--- src/rtl/rxe_preamble_strip_pkg.sv ---
// Shared definitions for the RX preamble stripper: FSM states, widths and
// the preamble/SFD symbol patterns as functions of the symbol width.
package rxe_preamble_strip_pkg;

    localparam int unsigned PRE_LEN_W = 5;
    localparam int unsigned SYM_MAX_W = 8;

    typedef enum logic [2:0] {
        SYNC = 3'd0,
        IDLE = 3'd1,
        HUNT = 3'd2,
        BODY = 3'd3,
        PASS = 3'd4,
        DROP = 3'd5
    } state_t;

    // Preamble symbol: 01 repeated across the symbol (LSB pair first on the wire)
    function automatic logic [SYM_MAX_W-1:0] sym_pre(input int unsigned dw);
        logic [SYM_MAX_W-1:0] s;
        s = '0;
        for (int unsigned i = 0; i < SYM_MAX_W / 2; i++) begin
            if (2 * i < dw) s[2*i +: 2] = 2'b01;
        end
        return s;
    endfunction

    // SFD symbol: preamble with the top bit pair replaced by 11
    function automatic logic [SYM_MAX_W-1:0] sym_sfd(input int unsigned dw);
        logic [SYM_MAX_W-1:0] s;
        s = '0;
        for (int unsigned i = 0; i < SYM_MAX_W / 2; i++) begin
            if (2 * i + 2 == dw)  s[2*i +: 2] = 2'b11;
            else if (2 * i < dw)  s[2*i +: 2] = 2'b01;
        end
        return s;
    endfunction

endpackage

--- src/rtl/rxe_preamble_strip_if.sv ---
// Symbol stream between RX pipeline stages: valid envelope, symbol, start-of-frame.
interface rxe_preamble_strip_if #(
    parameter int unsigned DW = 4
);
    logic          v;
    logic [DW-1:0] d;
    logic          sof;

    modport master (output v, output d, output sof);
    modport slave  (input v, input d);
endinterface

--- src/rtl/rxe_preamble_strip.sv ---
// Receive-side preamble detector/stripper: hunts preamble, checks the SFD,
// forwards only the frame body with SOF, and counts dropped frames.
module rxe_preamble_strip
    import rxe_preamble_strip_pkg::*;
#(
    parameter int unsigned DW      = 4,
    parameter int unsigned MIN_PRE = 3,
    parameter int unsigned MAX_PRE = 31,
    parameter int unsigned CNTW    = 16
) (
    input  logic                  i_clk,
    input  logic                  i_reset_n,
    input  logic                  i_ce,
    input  logic                  i_en,
    input  logic                  i_cancel,
    rxe_preamble_strip_if.slave   rx,
    rxe_preamble_strip_if.master  tx,
    output logic                  o_err,
    output logic [PRE_LEN_W-1:0]  o_pre_len,
    output logic [CNTW-1:0]       o_drop_cnt
);

    localparam logic [DW-1:0] PRE = DW'(sym_pre(DW));
    localparam logic [DW-1:0] SFD = DW'(sym_sfd(DW));
    localparam logic [PRE_LEN_W-1:0] MIN_CNT = PRE_LEN_W'(MIN_PRE);
    localparam logic [PRE_LEN_W-1:0] MAX_CNT = PRE_LEN_W'(MAX_PRE);

    state_t                 state_q, state_n;
    logic [PRE_LEN_W-1:0]   cnt_q, cnt_n;
    logic                   first_q, first_n;
    logic                   v_q, v_n;
    logic [DW-1:0]          d_q, d_n;
    logic                   sof_q, sof_n;
    logic                   err_q, err_n;
    logic [PRE_LEN_W-1:0]   pre_len_q, pre_len_n;
    logic [CNTW-1:0]        drop_q;
    logic                   drop_inc;

    // State and output registers; everything advances only on the symbol strobe
    always_ff @(posedge i_clk) begin
        if (!i_reset_n) begin
            state_q   <= SYNC;
            cnt_q     <= '0;
            first_q   <= 1'b0;
            v_q       <= 1'b0;
            d_q       <= '0;
            sof_q     <= 1'b0;
            err_q     <= 1'b0;
            pre_len_q <= '0;
            drop_q    <= '0;
        end else if (i_ce) begin
            state_q   <= state_n;
            cnt_q     <= cnt_n;
            first_q   <= first_n;
            v_q       <= v_n;
            d_q       <= d_n;
            sof_q     <= sof_n;
            err_q     <= err_n;
            pre_len_q <= pre_len_n;
            if (drop_inc && (drop_q != '1)) drop_q <= drop_q + CNTW'(1);
        end
    end

    // Next-state and next-output decode for one symbol
    always_comb begin
        state_n   = state_q;
        cnt_n     = cnt_q;
        first_n   = first_q;
        v_n       = 1'b0;
        d_n       = d_q;
        sof_n     = 1'b0;
        err_n     = 1'b0;
        pre_len_n = pre_len_q;
        drop_inc  = 1'b0;

        unique case (state_q)
            SYNC: begin
                if (!rx.v) state_n = IDLE;
            end
            IDLE: begin
                if (rx.v) begin
                    if (!i_en) begin
                        state_n = PASS;
                        v_n     = 1'b1;
                        d_n     = rx.d;
                    end else if (rx.d == PRE) begin
                        state_n = HUNT;
                        cnt_n   = PRE_LEN_W'(1);
                    end else begin
                        state_n  = DROP;
                        err_n    = 1'b1;
                        drop_inc = 1'b1;
                    end
                end
            end
            HUNT: begin
                if (!rx.v) begin
                    // Frame ended inside the preamble: flag it and count it as lost
                    state_n  = IDLE;
                    err_n    = 1'b1;
                    drop_inc = 1'b1;
                end else if (rx.d == PRE) begin
                    if (cnt_q < MAX_CNT) cnt_n = cnt_q + PRE_LEN_W'(1);
                end else if ((rx.d == SFD) && (cnt_q >= MIN_CNT)) begin
                    state_n   = BODY;
                    pre_len_n = cnt_q;
                    first_n   = 1'b1;
                end else begin
                    state_n  = DROP;
                    err_n    = 1'b1;
                    drop_inc = 1'b1;
                end
            end
            BODY: begin
                if (rx.v) begin
                    v_n     = 1'b1;
                    d_n     = rx.d;
                    sof_n   = first_q;
                    first_n = 1'b0;
                end else begin
                    state_n = IDLE;
                end
            end
            PASS: begin
                if (rx.v) begin
                    v_n = 1'b1;
                    d_n = rx.d;
                end else begin
                    state_n = IDLE;
                end
            end
            DROP: begin
                if (!rx.v) state_n = IDLE;
            end
            default: begin
                state_n = SYNC;
            end
        endcase

        // Cancel overrides everything decided above for this symbol
        if (i_cancel) begin
            v_n       = 1'b0;
            d_n       = d_q;
            sof_n     = 1'b0;
            err_n     = 1'b0;
            pre_len_n = pre_len_q;
            first_n   = 1'b0;
            state_n   = rx.v ? DROP : IDLE;
            drop_inc  = rx.v && (state_q inside {IDLE, HUNT, BODY, PASS});
        end
    end

    assign tx.v       = v_q;
    assign tx.d       = d_q;
    assign tx.sof     = sof_q;
    assign o_err      = err_q;
    assign o_pre_len  = pre_len_q;
    assign o_drop_cnt = drop_q;

endmodule
--- src/flat_wrapper.sv ---
// flat-port wrapper written by rule: the top's interface ports become plain ports
module rxe_preamble_strip_flat import rxe_preamble_strip_pkg::*;
#(
    parameter int unsigned DW      = 4,
    parameter int unsigned MIN_PRE = 3,
    parameter int unsigned MAX_PRE = 31,
    parameter int unsigned CNTW    = 16
)
  (i_clk, i_reset_n, i_ce, i_en, i_cancel, o_err, o_pre_len, o_drop_cnt, rx_v, rx_d, tx_v, tx_d, tx_sof);
  rxe_preamble_strip_if #(.DW(DW)) rx_i ();
  rxe_preamble_strip_if #(.DW(DW)) tx_i ();
  input  logic i_clk;
  input  logic i_reset_n;
  input  logic i_ce;
  input  logic i_en;
  input  logic i_cancel;
  output logic o_err;
  output logic [PRE_LEN_W-1:0] o_pre_len;
  output logic [CNTW-1:0] o_drop_cnt;
  input wire logic [$bits(rx_i.v)-1:0] rx_v;
  input wire logic [$bits(rx_i.d)-1:0] rx_d;
  output wire logic [$bits(tx_i.v)-1:0] tx_v;
  output wire logic [$bits(tx_i.d)-1:0] tx_d;
  output wire logic [$bits(tx_i.sof)-1:0] tx_sof;
  assign rx_i.v = rx_v;
  assign rx_i.d = rx_d;
  assign tx_v = tx_i.v;
  assign tx_d = tx_i.d;
  assign tx_sof = tx_i.sof;
  rxe_preamble_strip #(.DW(DW), .MIN_PRE(MIN_PRE), .MAX_PRE(MAX_PRE), .CNTW(CNTW)) u_core (.i_clk(i_clk), .i_reset_n(i_reset_n), .i_ce(i_ce), .i_en(i_en), .i_cancel(i_cancel), .rx(rx_i), .tx(tx_i), .o_err(o_err), .o_pre_len(o_pre_len), .o_drop_cnt(o_drop_cnt));
endmodule
--- config.mk ---
export PLATFORM = sky130hd
export DESIGN_NAME = rxe_preamble_strip_flat
export DESIGN_NICKNAME = d
export VERILOG_FILES = /design/src/rtl/rxe_preamble_strip_pkg.sv /design/src/rtl/rxe_preamble_strip_if.sv /design/src/rtl/rxe_preamble_strip.sv /design/src/flat_wrapper.sv
export SDC_FILE = /design/constraint.sdc
export NUM_CORES = 1
export LEC_CHECK = 0
export CAP_MARGIN = 40
export CELL_PAD_IN_SITES_DETAIL_PLACEMENT = 2
export CELL_PAD_IN_SITES_GLOBAL_PLACEMENT = 2
export CORE_MARGIN = 4
export CORE_UTILIZATION = 27
export DETAILED_ROUTE_END_ITERATION = 8
export GPL_TIMING_DRIVEN = 0
export PLACE_DENSITY = 0.79
export SLEW_MARGIN = 20
export SYNTH_ARGS = -nofsm -noshare
export SYNTH_HDL_FRONTEND = slang
export SYNTH_SLANG_ARGS = --single-unit
--- constraint.sdc ---
create_clock -name i_clk -period 1.85 [get_ports i_clk]
set_input_delay 0.4625 -clock i_clk [delete_from_list [all_inputs] [get_ports i_clk]]
set_output_delay 0.4625 -clock i_clk [all_outputs]
set_load 0.02 [all_outputs]
==> out/metrics.yaml <==
outcome:
  run_status: "complete, but fails checks"
  failed_checks: "setup timing"
global_routing:
  initial_antenna_violation_count: 0
  grt_start_max_net_pins: 12
  first_global_vias: 2246
  grt_first_pass_wirelength_um: 12600
  track_usage: 0.187
  grt.overflow.total: 0
worst_hold_path:
  hold_class: "reg -> reg"
worst_setup_path:
  r2r_setup_slack_ns: -0.29
  timing.reg2reg.worst_path_depth: 7
  startpoint: "u_core.state_q[0]$_SDFFE_PN0P_"
  critical_path_required_ns: 2.06
  regToRegEndpoint: "u_core.o_drop_cnt[9]$_SDFFE_PN0P_"
  crit_slowest_cell: "or3_1"
  worst-setup-path-type: "reg -> reg"
  slowest_stage_delay_on_critical_path_ns: 0.39
  path_max_fanout: 10
  endpoint_kind: "flop"
  timing.critical_path.cells: "buf_6 -> nor4b_4 -> nand2_1 -> nand4_4 -> nand4_2 -> or3_1 -> a21oi_1"
  critical_path.endpoint: "u_core.o_drop_cnt[9]$_SDFFE_PN0P_"
  crit_path_start_kind: "flop"
  worst_flop_to_flop_path_startpoint: "u_core.state_q[0]$_SDFFE_PN0P_"
  cp_data_arrival_time_ns: 2.35
synthesis:
  async_set_reset_flop_share_out_of_synthesis: 0
  syn_area_per_cell_um2: 8.45
  synth.cell_area_mm2: 0.00197
  synth_cells: 233
  flip_flop_cell_with_the_highest_count_after_synthesis: "dfxtp_1"
  yosys_warnings: 0
  synth-seq-cells: 37
  count_of_flip_flops_with_a_built_in_enable_after_synthesis: 0
  netlist-cell-type-count: 49
  synth-seq-area-share: 0.376
  total_nets_after_synthesis: 245
floorplanning:
  boundaryPins: 38
  core_region_area_mm2: 0.00694
  die_width_um: 93.4
  fp.dieArea_mm2: 0.00872
  start_util: 0.283
  total_number_of_placement_rows: 30
  die_height_um: 93.4
clock_network:
  clockBufferDepth: 2
  tritoncts_num_sinks: 37
  cts-htree-levels: 2
  postCtsHoldBufs: 0
  cts_buffers: 5
  clock_latency_of_the_later_clocked_register_in_the_worst_skew_pair_ns: 0.29
  cts-root-buf: "clkbuf_8"
  cts.clk_slew.worst_paths_ns: 0.08
  clock_tree_from_tritoncts: "yes"
pwr:
  power.net_switching_w: 0.000457
  pwr_density_cell_mw_per_mm2: 524
  total_power_w: 0.00160
  swShare: 0.286
  ir_drop_uv: 307
  share_comb_of_total_power: 0.143
  total_leakage_power_nw: 1.02
  pwr-share-seq: 0.500
  cell_internal_pwr_w: 0.00114
  clkPwrFrac: 0.357
drt:
  drt_iter0_drc: 77
  vias: 2180
  avgRoutedWirePerCell_um: 21.6
  drtAntennaViolNets: 0
  detail_route.vias_per_cell: 5.52
  detail_route.first_pass.iterations: 4
  detail_route.drc_violations: 0
  totalWireLength_um: 8530
sta:
  post-route-min-period_ns: 2.14
  setup_repair_after_global_routing_missed_its_margin: "true"
  holdWs_ns: 0.475
  final_hold_viol_count: 0
  final-max-slew-violation-count: 0
  skew_ns: 0.00401
  setup_total_negative_slack_ns: -3.15
  fin_ws_ns: -0.287
  setup_viol: 19
  fmax_mhz: 468
  timing.slew.headroom: 0.555
  fin_crit_sh: 1.16
  worst-slew-pin-transition_ns: 0.667
placement:
  place.detailed.hpwl_um: 4850
  port_buffers: 36
  place_congestion: 0.857
  dp_slack_ns: -0.919
cells_and_area:
  fillerInstances: 758
  n_antenna_cell: 0
  syn2layout_area_growth_pct: 54.7
  final_layout_size_suffix_gt1_frac: 0.331
  total_number_of_nets_in_the_final_design: 311
  post-route-util: 0.439
flow_run:
  cap_violations: 0
cells in the mapped netlist, types with 7 or more instances:
library cell  number  area [µm²]
inv_1              7        26.3
o21ai_0           15        75.1
mux2i_1            9        90.1
nand4_1            7        43.8
nor2_1            22        82.6
nand3_1           12        60.1
or3_1             12        75.1
nand2_1           23        86.3
dfxtp_1           37         741
a21oi_1           22         110
area by class of cell:
type                    count  area [µm²]  area share
plain buffers               9        78.8      0.0259
clock buffers               6        72.6      0.0238
clock inverters             1        8.76     0.00288
inverters                   8        32.5      0.0107
multi-input cells         179        1400       0.460
flip-flops and latches     37         783       0.257
well taps                  96         120      0.0394
repair buffers             59         548       0.180
registers in the layout (all words and copies together), names as in the netlist:
name / count
u_core.o_err: 1
u_core.state_q: 3
u_core.cnt_q: 5
u_core.tx.d: 4
u_core.first_q: 1
u_core.o_drop_cnt: 16
u_core.o_pre_len: 5
u_core.tx.sof: 1
u_core.tx.v: 1
critical path, delay by kind of cell (launching register included):
kind | cells | cell delay (ns)
AO/OA/AOI/OAI | 1 | 0.17
buffers and inverters | 1 | 0.16
flip-flops | 1 | 0.37
AND/OR/NAND/NOR | 5 | 1.35
how the worst min path moves through the flow:
stage               slack [ns]                         from                           to  cells past startpoint
floorplan                 0.47  u_core.first_q$_SDFFE_PN0P_  u_core.first_q$_SDFFE_PN0P_                      2
global placement          0.47    u_core.o_err$_SDFFE_PN0P_    u_core.o_err$_SDFFE_PN0P_                      2
detailed placement        0.47    u_core.o_err$_SDFFE_PN0P_    u_core.o_err$_SDFFE_PN0P_                      2
CTS                       0.48    u_core.o_err$_SDFFE_PN0P_    u_core.o_err$_SDFFE_PN0P_                      2
global route              0.52    u_core.o_err$_SDFFE_PN0P_    u_core.o_err$_SDFFE_PN0P_                      2
finish                    0.47    u_core.o_err$_SDFFE_PN0P_    u_core.o_err$_SDFFE_PN0P_                      2
routing by layer:
| metal | GRT usage | share of wire | vias to the layer above |
|---|---|---|---|
| met1 | 0.236 | 0.42 | 1105 |
| li1 | - | - | 997 |
| met2 | 0.321 | 0.51 | 59 |
| met4 | 0.0684 | 0.033 | 0 |
| met5 | 0 | 0 | - |
| met3 | 0.0249 | 0.032 | 19 |
metrics by stage:
step / std cells / cell area, µm²
after detailed placement: 365 / 2500
final: 395 / 3050
after global placement: 365 / 2500
after floorplan: 233 / 2020
after global routing: 395 / 3050
after CTS: 386 / 2890
kinds of logic after synthesis:
kind of cell / count (synthesis) / synth area share
simple gates: 103 / 0.303
xor+xnor: 5 / 0.0223
buf+inv: 17 / 0.0388
compound gates: 59 / 0.195
flops: 37 / 0.376
fa+ha+maj: 2 / 0.0127
mux: 10 / 0.0515
placed cells by master, fill, tap and decap left out, types with 2 or more instances in the layout:
cell             instances
dfxtp_1                 21
nor2_4                   2
nand4b_1                 3
and4_4                   2
ha_4                     2
o31ai_2                  2
nor3_4                   2
inv_1                    6
clkbuf_2                 4
buf_6                    6
buf_4                   18
dfxtp_4                  9
nand4_1                  7
o21ai_1                  2
a22oi_1                  2
dlygate4sd2_1            2
dfxtp_2                  7
or3_1                   11
o21ai_0                 14
o22ai_1                  4
clkdlybuf4s50_1         27
clkbuf_1                 4
nand3_1                 11
or4_4                    2
or3_4                    2
a21oi_2                  3
a21oi_1                 18
buf_8                    2
mux2i_1                  8
nor2_1                  19
nand2_1                 22
nor4b_4                  2
xor2_1                   3
xnor2_1                  2
dlymetal6s2s_1           2
clkbuf_8                 6
a211oi_2                 2
power by group through the flow:
stage                     combinational, W  sequential, W  clock [W]
after floorplan                  0.0000948       0.000828          0
after global placement            0.000156       0.000827          0
after detailed placement          0.000159       0.000828          0
after CTS                         0.000194       0.000801   0.000594
after global routing              0.000241       0.000800   0.000624
final                             0.000229       0.000798   0.000570
repair_timing:
item,CTS,global route
pin swaps,17,15
resized for setup,56,35
hold endpoints to repair,0,0
setup buffers,14,9
setup endpoints to repair,34,35
Note: power is estimated with default switching activity, not from simulation.
